$ cat src/rtl/apb_fsm_controller_if.sv
// AHB-to-APB bridge control-stage bus bundle.
// master: the FSM controller (consumes the decoded AHB transfer, drives APB).
// slave : the surrounding pipeline and APB interface stage.
interface apb_fsm_controller_if #(
    parameter int ADDR_W = 32,
    parameter int DATA_W = 32
);
    logic              valid;
    logic              Hwrite;
    logic              Hwritereg;
    logic [ADDR_W-1:0] Haddr1;
    logic [ADDR_W-1:0] Haddr2;
    logic [DATA_W-1:0] Hwdata1;
    logic [DATA_W-1:0] Hwdata2;
    logic [2:0]        tempselx;
    logic              Pwrite;
    logic              Penable;
    logic [2:0]        Pselx;
    logic [ADDR_W-1:0] Paddr;
    logic [DATA_W-1:0] Pwdata;
    logic              Hreadyout;

    modport master (
        input  valid, Hwrite, Hwritereg, Haddr1, Haddr2, Hwdata1, Hwdata2, tempselx,
        output Pwrite, Penable, Pselx, Paddr, Pwdata, Hreadyout
    );

    modport slave (
        output valid, Hwrite, Hwritereg, Haddr1, Haddr2, Hwdata1, Hwdata2, tempselx,
        input  Pwrite, Penable, Pselx, Paddr, Pwdata, Hreadyout
    );
endinterface

$ cat src/rtl/apb_fsm_controller.sv
// AHB-to-APB bridge control stage: sequences APB SETUP/ENABLE phases from the
// pipelined AHB transfer and stalls the AHB side via Hreadyout while APB
// phases are pending. All outputs are registered (Moore, loaded on entry).
// Optional macro BRIDGE_STATUS_EN adds fsm_state and xfer_count status ports.
module apb_fsm_controller #(
    parameter int ADDR_W = 32,
    parameter int DATA_W = 32
) (
    input  logic                 Hclk,
    input  logic                 Hresetn,
    apb_fsm_controller_if.master bus
`ifdef BRIDGE_STATUS_EN
    ,
    output logic [2:0]           fsm_state,
    output logic [15:0]          xfer_count
`endif
);

    typedef enum logic [2:0] {
        IDLE     = 3'd0,
        WWAIT    = 3'd1,
        READ     = 3'd2,
        WRITE    = 3'd3,
        WRITEP   = 3'd4,
        RENABLE  = 3'd5,
        WENABLE  = 3'd6,
        WENABLEP = 3'd7
    } state_t;

    state_t            state, nstate;
    logic              pwrite_q, penable_q, hready_q;
    logic [2:0]        pselx_q;
    logic [ADDR_W-1:0] paddr_q;
    logic [DATA_W-1:0] pwdata_q;
    logic              pwrite_n, penable_n, hready_n;
    logic [2:0]        pselx_n;
    logic [ADDR_W-1:0] paddr_n;
    logic [DATA_W-1:0] pwdata_n;

    // State and registered APB/AHB outputs; synchronous active-low reset.
    always_ff @(posedge Hclk) begin
        if (!Hresetn) begin
            state     <= IDLE;
            pwrite_q  <= 1'b0;
            penable_q <= 1'b0;
            pselx_q   <= '0;
            paddr_q   <= '0;
            pwdata_q  <= '0;
            hready_q  <= 1'b1;
        end else begin
            state     <= nstate;
            pwrite_q  <= pwrite_n;
            penable_q <= penable_n;
            pselx_q   <= pselx_n;
            paddr_q   <= paddr_n;
            pwdata_q  <= pwdata_n;
            hready_q  <= hready_n;
        end
    end

    // Next state plus the output values loaded on entry to that state.
    always_comb begin
        nstate    = state;
        pwrite_n  = pwrite_q;
        penable_n = penable_q;
        pselx_n   = pselx_q;
        paddr_n   = paddr_q;
        pwdata_n  = pwdata_q;
        hready_n  = hready_q;
        case (state)
            IDLE, RENABLE, WENABLE: begin
                if (!bus.valid) begin
                    nstate    = IDLE;
                    pselx_n   = '0;
                    penable_n = 1'b0;
                    hready_n  = 1'b1;
                end else if (bus.Hwrite) begin
                    nstate    = WWAIT;
                    pselx_n   = '0;
                    penable_n = 1'b0;
                    hready_n  = 1'b1;
                end else begin
                    nstate    = READ;
                    paddr_n   = bus.Haddr1;
                    pwrite_n  = 1'b0;
                    pselx_n   = bus.tempselx;
                    penable_n = 1'b0;
                    hready_n  = 1'b0;
                end
            end
            WWAIT: begin
                nstate    = bus.valid ? WRITEP : WRITE;
                paddr_n   = bus.Haddr1;
                pwdata_n  = bus.Hwdata1;
                pwrite_n  = 1'b1;
                pselx_n   = bus.tempselx;
                penable_n = 1'b0;
                hready_n  = !bus.valid;
            end
            READ: begin
                nstate    = RENABLE;
                penable_n = 1'b1;
                hready_n  = 1'b1;
            end
            WRITE: begin
                nstate    = bus.valid ? WENABLEP : WENABLE;
                penable_n = 1'b1;
                hready_n  = !bus.valid;
            end
            WRITEP: begin
                nstate    = WENABLEP;
                penable_n = 1'b1;
                hready_n  = 1'b0;
            end
            WENABLEP: begin
                // The pending transfer is two stages back, hence Haddr2/Hwdata2.
                paddr_n   = bus.Haddr2;
                pselx_n   = bus.tempselx;
                penable_n = 1'b0;
                if (!bus.Hwritereg) begin
                    nstate   = READ;
                    pwrite_n = 1'b0;
                    hready_n = 1'b0;
                end else begin
                    nstate   = bus.valid ? WRITEP : WRITE;
                    pwdata_n = bus.Hwdata2;
                    pwrite_n = 1'b1;
                    hready_n = !bus.valid;
                end
            end
            default: begin
                nstate    = IDLE;
                pwrite_n  = 1'b0;
                penable_n = 1'b0;
                pselx_n   = '0;
                paddr_n   = '0;
                pwdata_n  = '0;
                hready_n  = 1'b1;
            end
        endcase
    end

    assign bus.Pwrite    = pwrite_q;
    assign bus.Penable   = penable_q;
    assign bus.Pselx     = pselx_q;
    assign bus.Paddr     = paddr_q;
    assign bus.Pwdata    = pwdata_q;
    assign bus.Hreadyout = hready_q;

`ifdef BRIDGE_STATUS_EN
    assign fsm_state = state;

    // Count ENABLE-phase cycles; wraps naturally at 16 bits.
    always_ff @(posedge Hclk) begin
        if (!Hresetn)
            xfer_count <= '0;
        else if (penable_q)
            xfer_count <= xfer_count + 16'd1;
    end
`endif

endmodule

$ cat src/flat_wrapper.sv
// flat-port wrapper written by rule: the top's interface ports become plain ports
module apb_fsm_controller_flat 
#(
    parameter int ADDR_W = 32,
    parameter int DATA_W = 32
)
  (Hclk, Hresetn, bus_valid, bus_Hwrite, bus_Hwritereg, bus_Haddr1, bus_Haddr2, bus_Hwdata1, bus_Hwdata2, bus_tempselx, bus_Pwrite, bus_Penable, bus_Pselx, bus_Paddr, bus_Pwdata, bus_Hreadyout);
  apb_fsm_controller_if #(.ADDR_W(ADDR_W), .DATA_W(DATA_W)) bus_i ();
  input  logic Hclk;
  input  logic Hresetn;
  input wire logic [$bits(bus_i.valid)-1:0] bus_valid;
  input wire logic [$bits(bus_i.Hwrite)-1:0] bus_Hwrite;
  input wire logic [$bits(bus_i.Hwritereg)-1:0] bus_Hwritereg;
  input wire logic [$bits(bus_i.Haddr1)-1:0] bus_Haddr1;
  input wire logic [$bits(bus_i.Haddr2)-1:0] bus_Haddr2;
  input wire logic [$bits(bus_i.Hwdata1)-1:0] bus_Hwdata1;
  input wire logic [$bits(bus_i.Hwdata2)-1:0] bus_Hwdata2;
  input wire logic [$bits(bus_i.tempselx)-1:0] bus_tempselx;
  output wire logic [$bits(bus_i.Pwrite)-1:0] bus_Pwrite;
  output wire logic [$bits(bus_i.Penable)-1:0] bus_Penable;
  output wire logic [$bits(bus_i.Pselx)-1:0] bus_Pselx;
  output wire logic [$bits(bus_i.Paddr)-1:0] bus_Paddr;
  output wire logic [$bits(bus_i.Pwdata)-1:0] bus_Pwdata;
  output wire logic [$bits(bus_i.Hreadyout)-1:0] bus_Hreadyout;
  assign bus_i.valid = bus_valid;
  assign bus_i.Hwrite = bus_Hwrite;
  assign bus_i.Hwritereg = bus_Hwritereg;
  assign bus_i.Haddr1 = bus_Haddr1;
  assign bus_i.Haddr2 = bus_Haddr2;
  assign bus_i.Hwdata1 = bus_Hwdata1;
  assign bus_i.Hwdata2 = bus_Hwdata2;
  assign bus_i.tempselx = bus_tempselx;
  assign bus_Pwrite = bus_i.Pwrite;
  assign bus_Penable = bus_i.Penable;
  assign bus_Pselx = bus_i.Pselx;
  assign bus_Paddr = bus_i.Paddr;
  assign bus_Pwdata = bus_i.Pwdata;
  assign bus_Hreadyout = bus_i.Hreadyout;
  apb_fsm_controller #(.ADDR_W(ADDR_W), .DATA_W(DATA_W)) u_core (.Hclk(Hclk), .Hresetn(Hresetn), .bus(bus_i));
endmodule
$ cat config.mk
export PLATFORM = sky130hd
export DESIGN_NAME = apb_fsm_controller_flat
export DESIGN_NICKNAME = d
export VERILOG_FILES = /design/src/rtl/apb_fsm_controller_if.sv /design/src/rtl/apb_fsm_controller.sv /design/src/flat_wrapper.sv
export SDC_FILE = /design/constraint.sdc
export NUM_CORES = 1
export LEC_CHECK = 0
export CORE_ASPECT_RATIO = 1.2
export CORE_MARGIN = 2
export CORE_UTILIZATION = 35
export DETAILED_ROUTE_END_ITERATION = 16
export PLACE_DENSITY = 0.76
export SYNTH_ARGS = -nofsm -noshare
export SYNTH_HDL_FRONTEND = slang
export SYNTH_SLANG_ARGS = --single-unit
$ cat constraint.sdc
create_clock -name Hclk -period 1.9 [get_ports Hclk]
set_clock_uncertainty 0.2 [all_clocks]
set_input_delay 0.285 -clock Hclk [delete_from_list [all_inputs] [get_ports Hclk]]
set_output_delay 0.285 -clock Hclk [all_outputs]
set_load 0.005 [all_outputs]
======== After elaboration in Yosys (flattened, before gate mapping) ========
Cells that the tools add are included.
cells by class
  muxes and demuxes ....................... 23
  reduce and logical (&&, ||, !) cells .... 12
  equality and inequality tests ........... 10
operator list
  kind                                           count
  2-to-1 mux 32 bit                              3
  case mux 32 bit (3 select lines)               1
  case mux 32 bit (2 select lines)               1
  case mux 3 bit (6 select lines)                1
  2-to-1 mux 3 bit                               5
  == test 3 bit, second input constant           4
  2-to-1 mux 1 bit                               7
  == test 3 x 2 -> 1 bit, second input constant  2
  != test 2 bit, second input constant           3
  case mux 3 bit (2 select lines)                1
  OR reduction 3 bit                             2
  case mux 1 bit (5 select lines)                1
  OR reduction 5 bit                             1
  nonzero test 2 bit                             2
  OR reduction 2 bit                             2
  == test 3 x 1 -> 1 bit, second input constant  1
  zero test 3 bit                                1
  case mux 1 bit (3 select lines)                1
  AND reduction 3 bit                            1
  nonzero test 3 bit                             1
  2-to-1 mux 2 bit                               1
  case mux 1 bit (2 select lines)                1
  AND reduction 2 bit                            1
  zero test 1 bit                                1
word-level totals
  register bits ........................... 73
  input bits .............................. 136
  word-level logic and storage cells ...... 52
  output and inout bits ................... 70

======== Depth between registers and ports, before layout ========
Gate-level depths: netlist (run 1).
  word-level depth ........................ 4
  depth in mapped cells ................... 7
  depth with buffers taken out ............ 4

======== Worst setup path after synthesis (run 1) ========
OpenSTA, ideal clock, no wires.
  path kind ............................... reg2reg
  start ................................... register u_core.state[1]
  end ..................................... register u_core.pwdata_q[10], in the netlist u_core.bus.Pwdata[10]
  required time ........................... 1584 ps
  slack ................................... 323 ps
  path buffers ............................ 3
  period minus slack after synthesis ...... 1577 ps
  library setup time ...................... 116 ps
  cell stages (with the launch flop) ...... 8
  arrival ................................. 1261 ps
  cell sequence ........................... dfxtp_1 buf_4 or2_1 a21oi_2 buf_6 buf_6 nand2_1 o211a_1
between the ends
  cells in the longest elaborated chain, start to end .. 3
  elaborated cells between the ends (all ways) .. 6
  classes of those cells .................. eq/ne: 3; mux: 1; reduce/logical: 2
RTL lines
  item                                                                         line                      RTL
  from (decl)                                                                  apb_fsm_controller.sv:30  state_t state, nstate;
  from (signal assigned)                                                       apb_fsm_controller.sv:51  state <= nstate;
  == test 3 bit / == test 3 x 1 -> 1 bit (equally long branches)               apb_fsm_controller.sv:70  case (state)
  != test 2 bit (no source line) / nonzero test 2 bit (equally long branches)  --
  AND reduction 2 bit (no source line)                                         --
  to (signal assigned)                                                         apb_fsm_controller.sv:56  pwdata_q <= pwdata_n;
  to (decl)                                                                    apb_fsm_controller.sv:34  logic [DATA_W-1:0] pwdata_q;
Several ways; a longest one is shown, not always the timed one.
A chain may end at the register's enable or synchronous reset.

======== Final worst setup path (run 1) ========
  start ................................... register u_core.state[1]
  end ..................................... register u_core.pselx_q[2], in the netlist u_core.bus.Pselx[2]
between the ends
  cells in the longest elaborated chain, start to end .. 3
  elaborated cells between the ends (all ways) .. 9
  classes of those cells .................. eq/ne: 4; mux: 1; reduce/logical: 4
RTL lines
  item                                                                          line                      RTL
  == test 3 bit (tied with other cells)                                         apb_fsm_controller.sv:70
  OR reduction 3 bit / OR reduction 2 bit (equally long branches)               --
  case mux 3 bit (2 select lines) / nonzero test 2 bit (equally long branches)  --
  to (signal assigned)                                                          apb_fsm_controller.sv:54  pselx_q <= pselx_n;
  to (decl)                                                                     apb_fsm_controller.sv:32  logic [2:0] pselx_q;
Several ways; a longest one is shown, not always the timed one.

==> impl_metrics.env, run 1 <==
export IMPL_status="completed"
export IMPL_p_per_area_nw_per_um2=1300
export IMPL_clk_pin_slew_ns=0.06
export IMPL_dpl_cell_area_um2=5670
export IMPL_tightest_slew_ns=0.421
export IMPL_cts_made_buffers=9
export IMPL_endpoint_kind="flop"
export IMPL_syn_area_um2=3570
export IMPL_diodes=0
export IMPL_finalCriticalPeriod_ns=1.72
export IMPL_combPwrFrac=0.429
export IMPL_finalPower_mw=7.82
export IMPL_synth_seq_cells=73
export IMPL_ff2ff_path_depth=4
export IMPL_initial_utilization=0.358
export IMPL_pwr_share_seq=0.324
export IMPL_whs_endpoint="u_core.state[2]"
export IMPL_syn_avg_cell_area_um2=10.5
export IMPL_final_util=0.604
export IMPL_cts_root_buffer="clkbuf_16"
export IMPL_grt_pass1_vias=3332
export IMPL_ios=206
export IMPL_place_gp_congestion=0.791
export IMPL_required_ns=1.91
export IMPL_grt_overflow=0
export IMPL_hp_class="in -> reg"
export IMPL_rsz0062_at_grt="no"
export IMPL_nFillCells=839
export IMPL_p_sw_frac=0.300
export IMPL_grt_max_degree=66
export IMPL_p_sw_mw=2.35
export IMPL_cts_tree="built"
export IMPL_worstPathArrival_ns=1.73
export IMPL_maxCapViolCount=0
export IMPL_seq_area_frac_synth=0.410
export IMPL_worst_path_max_fanout=35
export IMPL_r2r_setup_slack_ns=0.18
export IMPL_die_area_um2=11000
export IMPL_power_frac_clock=0.247
export IMPL_row_count=40
export IMPL_leakagePower_nw=3.28
export IMPL_setup_tns_final_ns=0
export IMPL_num_vias=3326
export IMPL_drtAntennaViolNets=0
export IMPL_final_nets=672
export IMPL_holdCritStartpoint="Hresetn"
export IMPL_clk_latency_ns=0.32
export IMPL_intPower_mw=5.47
export IMPL_syn_inst=341
export IMPL_dr_pass1_iters=4
export IMPL_r2r_end="u_core.bus.Pselx[2]"
export IMPL_drt_wl_total_um=10200
export IMPL_viasPerCell=4.99
export IMPL_hold_viol=0
export IMPL_cts_resized=0
export IMPL_die_y_um=115
export IMPL_cts_buffer_depth=2
export IMPL_postCtsSetupBuffers=0
export IMPL_drt_initial_drc_count=81
export IMPL_drc=0
export IMPL_vdd_drop_max_mv=0.794
export IMPL_fin_area_um2=6010
export IMPL_antenna_found_initial=0
export IMPL_core_region_area_um2=9960
export IMPL_area_growth_pct=68.5
export IMPL_critPathKind="reg -> reg"
export IMPL_synth_warnings=0
export IMPL_htreeDepth=3
export IMPL_die_width_um=96.2
export IMPL_post_route_period_util=0.905
export IMPL_synth_fp_nets=477
export IMPL_cts_num_sinks=73
export IMPL_holdPathStages=2
export IMPL_slew_headroom=0.719
export IMPL_drive_gt1_frac=0.0684
export IMPL_grt_usage=0.178
export IMPL_crit_path_start_kind="flop"
export IMPL_hold_buffers=0
export IMPL_ys_types=29
export IMPL_grt_pass1_wl_um=15500
export IMPL_io_buffers=205
export IMPL_maxSlewViolCount=0
export IMPL_dpl_hpwl_um=7720
export IMPL_r2r_start="u_core.state[1]"
export IMPL_max_freq_mhz=582
export IMPL_wl_per_cell_um=15.3
export IMPL_setup_viol=0
cell usage in the layout, fill, tap and decap left out, drive strengths merged, types with 3 or more instances in the layout:
| master | synthesis | layout |
|---|---|---|
| clkdlybuf4s50 | 0 | 204 |
| dfxtp | 73 | 73 |
| o211a | 65 | 65 |
| mux2i | 64 | 64 |
| nand3 | 35 | 35 |
| nand2 | 34 | 34 |
| buf | 21 | 15 |
| clkbuf | 14 | 11 |
| a21oi | 6 | 6 |
| nor2 | 5 | 5 |
| o21a | 3 | 3 |
| a32o | 3 | 3 |
| bufinv | 0 | 3 |
| inv | 3 | 3 |
logic make-up (layout without fill, tap and decap cells):
family,after synthesis,in the layout,synth area share
AO/OA/AOI/OAI,84,84,0.226
XOR/XNOR,1,1,0.00246
buffers and inverters,38,238,0.0782
flip-flops,73,73,0.410
multiplexers,64,64,0.180
AND/OR/NAND/NOR,81,81,0.105
power by group through the flow:
| stage | clock network (mW) | logic, mW | registers [mW] |
|---|---|---|---|
| 2_1_floorplan | 0 | 1.66 | 2.54 |
| 3_3_place_gp | 0 | 3.29 | 2.53 |
| 3_5_place_dp | 0 | 3.37 | 2.55 |
| 4_1_cts | 1.98 | 3.39 | 2.53 |
| 5_1_grt | 2.05 | 3.62 | 2.61 |
| 6_report | 1.93 | 3.35 | 2.53 |
through the flow:
| stage | setup slack (ns) | std cells | hold slack, ns |
|---|---|---|---|
| after floorplan | 0.323 | 341 | 0.239 |
| after global placement | -0.0623 | 651 | 0.267 |
| after detailed placement | -0.114 | 651 | 0.263 |
| after CTS | 0.195 | 667 | 0.202 |
| after global routing | 0.0850 | 667 | 0.214 |
| final | 0.181 | 667 | 0.210 |
final cells by class:
type | count | area (um2) | share of cell area
Tap cell | 126 | 158 | 0.0262
Multi-Input combinational cell | 230 | 1850 | 0.307
Timing Repair Buffer | 219 | 2190 | 0.364
Sequential cell | 73 | 1460 | 0.243
Clock buffer | 11 | 243 | 0.0404
Clock inverter | 5 | 103 | 0.0171
Inverter | 3 | 11.3 | 0.00187
flip-flops by register name, indices dropped and copies added, names as in the netlist:
signal and flops:
u_core.bus.Paddr 32, u_core.bus.Pwrite 1, u_core.bus.Pwdata 32, u_core.state 3
u_core.bus.Penable 1, u_core.bus.Pselx 3, u_core.bus.Hreadyout 1
synth_stat cells:
library cell	number	area (um2)
nor3_1	2	10.0
inv_1	2	7.51
buf_4	4	30.0
o221ai_1	1	8.76
inv_2	1	3.75
a32o_1	3	30.0
o31a_1	2	17.5
xor2_1	1	8.76
a21oi_1	5	25.0
nor2_1	5	18.8
o211a_1	65	651
or2_1	1	6.26
a21boi_0	1	7.51
buf_2	1	5.00
a21o_4	1	15.0
o32ai_1	1	8.76
and2_1	1	6.26
o22a_2	1	10.0
nor2b_4	1	13.8
mux2i_1	64	641
clkbuf_1	14	52.6
and2_4	1	8.76
nand3_1	35	175
nand2_1	34	128
nand2b_1	1	6.26
a21oi_2	1	8.76
dfxtp_1	73	1460
o21a_1	3	22.5
buf_6	16	180
worst max path at each step:
stage,slack (ns),to,startpoint
finish,0.18,u_core.bus.Pselx[2],u_core.state[1]
global route,0.08,u_core.bus.Pselx[2],u_core.state[2]
CTS,0.20,u_core.bus.Pselx[2],u_core.state[2]
detailed placement,-0.11,u_core.bus.Pselx[2],bus_valid
global placement,-0.06,u_core.bus.Pselx[0],bus_Hwrite
floorplan,0.32,u_core.bus.Pwdata[10],u_core.state[1]
metal layers:
metal / vias up / part of all wire / global-route usage / wire [um]
met5: - / 0 / 0 / 0
met1: 1510 / 0.38 / 0.195 / 3860
met3: 16 / 0.095 / 0.0606 / 974
met2: 149 / 0.51 / 0.314 / 5190
met4: 0 / 0.018 / 0.0657 / 188
li1: 1651 / - / - / -
worst max-delay path, cell delays in order (launching register included):
cell	delay (ns)
dfxtp_1	0.45
inv_1	0.11
o22a_2	0.27
and2_4	0.26
a32o_1	0.30
Power figures use the tool's default switching activity.
==> inputs of run 2 (changes only) <==
--- a/config.mk
+++ b/config.mk
@@ -6,10 +6,10 @@
 export NUM_CORES = 1
 export LEC_CHECK = 0
 export CORE_ASPECT_RATIO = 1.2
-export CORE_MARGIN = 2
 export CORE_UTILIZATION = 35
 export DETAILED_ROUTE_END_ITERATION = 16
-export PLACE_DENSITY = 0.76
+export DONT_BUFFER_PORTS = 1
+export PLACE_DENSITY = 0.5
 export SYNTH_ARGS = -nofsm -noshare
 export SYNTH_HDL_FRONTEND = slang
 export SYNTH_SLANG_ARGS = --single-unit
==> run 2 against run 1 <==
- the flow now finishes with violations (negative hold slack)
- power shrank 19%
- non-clock buffer count decreased by 204
- clock power down 4%
- combinational power shrank 48%
- clock-buffer cell count increased by 1
- sequential power up 8%
- routed wire length is 20% lower
- hold slack got worse by 0.32 ns
==> impl_metrics.env, run 2 (synthesis gave the netlist of run 1 again) <==
export IMPL_slew_headroom=0.730
export IMPL_r2r_start="u_core.state[1]"
export IMPL_postLayoutSetupSlackWorst_ns=0.0978
export IMPL_io_buffers=0
export IMPL_grt_pass1_vias=2468
export IMPL_rsz0062_at_grt="no"
export IMPL_drtAntennaViolNets=0
export IMPL_mostFrequentLayoutCells="dfxtp_1 (71), o211a_1 (65), mux2i_1 (64), nand3_1 (34), nand2_1 (34)"
export IMPL_area_growth_pct=11.4
export IMPL_setup_viol=0
export IMPL_clk_pin_slew_ns=0.06
export IMPL_dpl_hpwl_um=5560
export IMPL_crit_end="u_core.bus.Penable"
export IMPL_die_area_um2=10600
export IMPL_crit_path_max_incr_delay_ns=0.58
export IMPL_vdd_drop_max_mv=0.564
export IMPL_core_region_area_um2=9960
export IMPL_htreeDepth=3
export IMPL_grt_overflow=0
export IMPL_grt_pass1_wl_um=12000
export IMPL_fin_area_um2=3970
export IMPL_maxSlewViolCount=0
export IMPL_dr_pass1_iters=4
export IMPL_place_gp_congestion=0.754
export IMPL_hp_class="in -> reg"
export IMPL_slowest_stage="dlygate4sd3_1"
export IMPL_hold_buffers=5
export IMPL_ios=206
export IMPL_cts_root_buffer="clkbuf_16"
export IMPL_drc=0
export IMPL_ff2ff_path_depth=4
export IMPL_endpoint_kind="flop"
export IMPL_violations="negative hold slack"
export IMPL_grt_max_degree=73
export IMPL_worstPathArrival_ns=1.81
export IMPL_path_depth=4
export IMPL_place_ws_ns=0.111
export IMPL_num_vias=2623
export IMPL_required_ns=1.91
export IMPL_worst_path_max_fanout=10
export IMPL_r2r_setup_slack_ns=0.1
export IMPL_antenna_found_initial=0
export IMPL_layout_commonest_cell="dfxtp_1"
export IMPL_critPathKind="reg -> reg"
export IMPL_crit_start="u_core.state[1]"
export IMPL_dpl_cell_area_um2=3590
export IMPL_post_route_period_util=0.949
export IMPL_finalCriticalPeriod_ns=1.80
export IMPL_tightest_slew_ns=0.404
export IMPL_leakagePower_nw=2.49
export IMPL_r2r_end="u_core.bus.Penable"
export IMPL_path_buf_inv=1
export IMPL_wl_per_cell_um=17.6
export IMPL_crit_family="buffers and inverters"
export IMPL_max_freq_mhz=555
export IMPL_final_nets=468
export IMPL_holdCritStartpoint="Hresetn"
export IMPL_viasPerCell=5.67
export IMPL_holdWs_ns=-0.110
export IMPL_p_per_area_nw_per_um2=1590
export IMPL_grt_usage=0.146
export IMPL_crit_path_start_kind="flop"
export IMPL_drt_initial_drc_count=116
export IMPL_row_count=40
export IMPL_die_width_um=94.2
export IMPL_cts_buffer_depth=2
export IMPL_diodes=0
export IMPL_die_y_um=113
export IMPL_setup_tns_final_ns=0
export IMPL_cts_made_buffers=9
export IMPL_cts_tree="built"
export IMPL_hold_viol=71
export IMPL_clk_latency_ns=0.32
export IMPL_status="complete, but fails checks"
export IMPL_cp_cell_sequence="nand2b_1 -> nor2_1 -> o21a_1 -> dlygate4sd3_1"
export IMPL_cts_num_sinks=73
export IMPL_drt_wl_total_um=8140
export IMPL_initial_utilization=0.358
export IMPL_drive_gt1_frac=0.101
export IMPL_maxCapViolCount=0
-- run 2: per-layer routing --
metal / routed length (um) / share of wire / global-route usage
met1: 3250 / 0.40 / 0.154
met2: 4040 / 0.50 / 0.255
met3: 764 / 0.094 / 0.0610
met4: 85 / 0.010 / 0.0544
met5: 0 / 0 / 0
-- run 2: cell type report --
class                      instances  area, um2
fill                             992       5990
multi-input combinational        230       1850
sequential                        73       1460
clock buffer                      12        256
timing repair buffer              15        163
tap                              126        158
clock inverter                     4       75.1
inverter                           3       11.3
-- run 2: worst min path at each step --
stage | to | slack [ns] | depth (start not counted)
after detailed placement | u_core.bus.Pwrite | 0.22 | 1
final | u_core.bus.Paddr[1] | -0.11 | 1
after floorplan | u_core.bus.Pselx[0] | 0.24 | 1
after global placement | u_core.bus.Pwrite | 0.22 | 1
after CTS | u_core.bus.Pwrite | -0.12 | 1
after global routing | u_core.bus.Paddr[29] | -0.13 | 1
-- run 2: through the flow --
step	util	hold WS, ns	instances	power, mW
floorplan	-	0.239	341	4.21
global placement	0.360	0.218	442	4.47
detailed placement	0.360	0.218	442	4.51
CTS	0.399	-0.124	463	6.42
global route	0.399	-0.126	463	6.72
finish	0.399	-0.110	463	6.34
-- run 2: worst reg2reg max path, cell delays in order, from the launching register on --
cell and delay [ns]:
dfxtp_2 0.41, nand2b_1 0.19, nor2_1 0.07, o21a_1 0.24
dlygate4sd3_1 0.58
-- run 2: timing repair --
item / CTS / global route
hold endpoints to repair: 72 / 71
setup buffers: 0 / 0
setup endpoints to repair: 0 / 1
resized for setup: 0 / 2
-- run 2: power breakdown --
part / leakage (nW) / switching (mW) / internal (mW)
logic: 1.74 / 0.923 / 0.829
clock network: 0.155 / 0.636 / 1.22
registers: 0.602 / 0.555 / 2.17
==> inputs of run 3 (changes only) <==
--- a/config.mk
+++ b/config.mk
@@ -5,11 +5,13 @@
 export SDC_FILE = /design/constraint.sdc
 export NUM_CORES = 1
 export LEC_CHECK = 0
+export CELL_PAD_IN_SITES_DETAIL_PLACEMENT = 1
+export CELL_PAD_IN_SITES_GLOBAL_PLACEMENT = 2
 export CORE_ASPECT_RATIO = 1.2
 export CORE_UTILIZATION = 35
 export DETAILED_ROUTE_END_ITERATION = 16
 export DONT_BUFFER_PORTS = 1
-export PLACE_DENSITY = 0.5
+export PLACE_DENSITY = 0.79
 export SYNTH_ARGS = -nofsm -noshare
 export SYNTH_HDL_FRONTEND = slang
 export SYNTH_SLANG_ARGS = --single-unit
==> constraint.sdc (replaced) <==
create_clock -name Hclk -period 1.7 [get_ports Hclk]
set_clock_uncertainty 0.2 [all_clocks]
set_input_delay 0.255 -clock Hclk [delete_from_list [all_inputs] [get_ports Hclk]]
set_output_delay 0.255 -clock Hclk [all_outputs]
set_load 0.005 [all_outputs]
==> run 3 against run 2 <==
- the run still ends with negative hold slack left
- register-to-register slack worse by 0.08 ns
- hold slack got worse by 0.033 ns
- combinational power increased by 42%
- power increased by 20%
- cell count rose by 2.8%
- clock power grew 11%
- cell area rose by 4.5%
- sequential share of layout area fell by 1.5 points
==> impl_metrics.env, run 3 (synthesis gave the netlist of run 1 again) <==
export IMPL_status="complete, but fails checks"
export IMPL_violations="negative hold slack"
export IMPL_p_per_area_nw_per_um2=1830
export IMPL_initial_utilization=0.358
export IMPL_cts_root_buffer="clkbuf_16"
export IMPL_fin_area_um2=4150
export IMPL_area_growth_pct=16.4
export IMPL_cts_tree="built"
export IMPL_crit_path_start_kind="flop"
export IMPL_hp_class="in -> reg"
export IMPL_cts_made_buffers=9
export IMPL_grt_pass1_wl_um=13400
export IMPL_drc=0
export IMPL_wl_per_cell_um=20.1
export IMPL_worst_path_max_fanout=29
export IMPL_postLayoutSetupSlackWorst_ns=0.0216
export IMPL_crit_family="flip-flops"
export IMPL_vdd_drop_max_mv=0.807
export IMPL_final_util=0.417
export IMPL_drive_gt1_frac=0.143
export IMPL_path_buf_inv=2
export IMPL_die_width_um=94.2
export IMPL_slew_headroom=0.821
export IMPL_antenna_found_initial=0
export IMPL_row_count=40
export IMPL_setup_viol=0
export IMPL_hold_viol=72
export IMPL_die_area_um2=10600
export IMPL_post_route_period_util=0.987
export IMPL_cts_num_sinks=73
export IMPL_rsz0062_at_grt="yes"
export IMPL_grt_overflow=0
export IMPL_holdWs_ns=-0.143
export IMPL_io_buffers=0
export IMPL_place_gp_congestion=0.741
export IMPL_hold_buffers=4
export IMPL_clk_pin_slew_ns=0.06
export IMPL_worstPathArrival_ns=1.70
export IMPL_slowest_stage="dfxtp_4"
export IMPL_placedCellCount=451
export IMPL_layout_commonest_cell="dfxtp_1"
export IMPL_required_ns=1.72
export IMPL_viasPerCell=5.74
export IMPL_final_nets=481
export IMPL_dr_pass1_iters=4
export IMPL_ios=206
export IMPL_leakagePower_nw=2.59
export IMPL_endpoint_kind="flop"
export IMPL_maxCapViolCount=0
export IMPL_critPathKind="reg -> reg"
export IMPL_dpl_hpwl_um=6330
export IMPL_place_ws_ns=-0.0840
export IMPL_mostFrequentLayoutCells="dfxtp_1 (71), o211a_1 (65), mux2i_1 (63), nand3_1 (34), nand2_1 (34)"
export IMPL_clk_latency_ns=0.33
export IMPL_max_freq_mhz=596
export IMPL_dpl_cell_area_um2=3670
export IMPL_tightest_slew_ns=0.269
export IMPL_core_region_area_um2=9960
export IMPL_grt_usage=0.164
export IMPL_drt_wl_total_um=9560
export IMPL_cp_cell_sequence="or2_1 -> a21oi_4 -> buf_12 -> clkbuf_16 -> nand2_1 -> o211a_1"
export IMPL_drt_initial_drc_count=76
export IMPL_diodes=0
export IMPL_fin_cells=476
export IMPL_cts_buffer_depth=2
export IMPL_maxSlewViolCount=0
export IMPL_die_y_um=113
export IMPL_finalCriticalPeriod_ns=1.68
export IMPL_crit_path_max_incr_delay_ns=0.38
export IMPL_htreeDepth=3
export IMPL_grt_pass1_vias=2685
export IMPL_grt_max_degree=73
export IMPL_drtAntennaViolNets=0
export IMPL_num_vias=2732
[run 3: cell types whose count changed in the layout (fill, tap and decap cells not counted), moves of 2 or more]
cell	change
clkbuf_16	+3
clkinv_2	+2
buf_4	+8
buf_12	+2
[run 3: worst paths after layout]
check | startpoint | endpoint | slack (ns) | cells past startpoint
max | u_core.state[2] | u_core.bus.Pwdata[22] | 0.02 | 6
min | Hresetn | u_core.bus.Paddr[27] | -0.14 | 1
max reg2reg | u_core.state[2] | u_core.bus.Pwdata[22] | 0.02 | 6
min reg2reg | u_core.bus.Pselx[1] | u_core.bus.Pselx[1] | 0.33 | 1
[run 3: where the power goes]
| group | leakage [nW] | internal (mW) | switching, mW |
|---|---|---|---|
| Clock | 0.162 | 1.36 | 0.714 |
| Combinational | 1.82 | 1.25 | 1.24 |
| Sequential | 0.602 | 2.43 | 0.628 |
| Total | 2.59 | 5.04 | 2.58 |
[run 3: layout make-up]
cell class	instances	area, um2
Inverter	3	11.3
Clock buffer	11	253
Multi-Input combinational cell	231	1860
Timing Repair Buffer	27	328
Sequential cell	73	1470
Tap cell	126	158
Clock inverter	5	77.6
Fill cell	1077	5810
[run 3: what timing repair did]
item | CTS | global route
setup buffers | 0 | 1
endpoints found under the hold margin | 73 | 72
gates cloned | 0 | 4
endpoints found under the setup margin | 64 | 48
gates resized for setup | 3 | 2
pin swaps | 0 | 1
[run 3: layer usage]
metal,global-route usage,vias to the layer above,part of all wire
li1,-,1272,-
met1,0.171,1305,0.39
met2,0.289,142,0.51
met3,0.0562,13,0.084
met4,0.0810,0,0.019
met5,0,-,0
[run 3: stage by stage]
step	power, mW	setup TNS (ns)	hold slack (ns)
final	7.62	0	-0.143
after global routing	8.08	-0.180	-0.163
after CTS	7.41	0	-0.162
after detailed placement	5.27	-1.05	0.190
after global placement	5.14	-0.0272	0.185
after floorplan	4.70	0	0.209
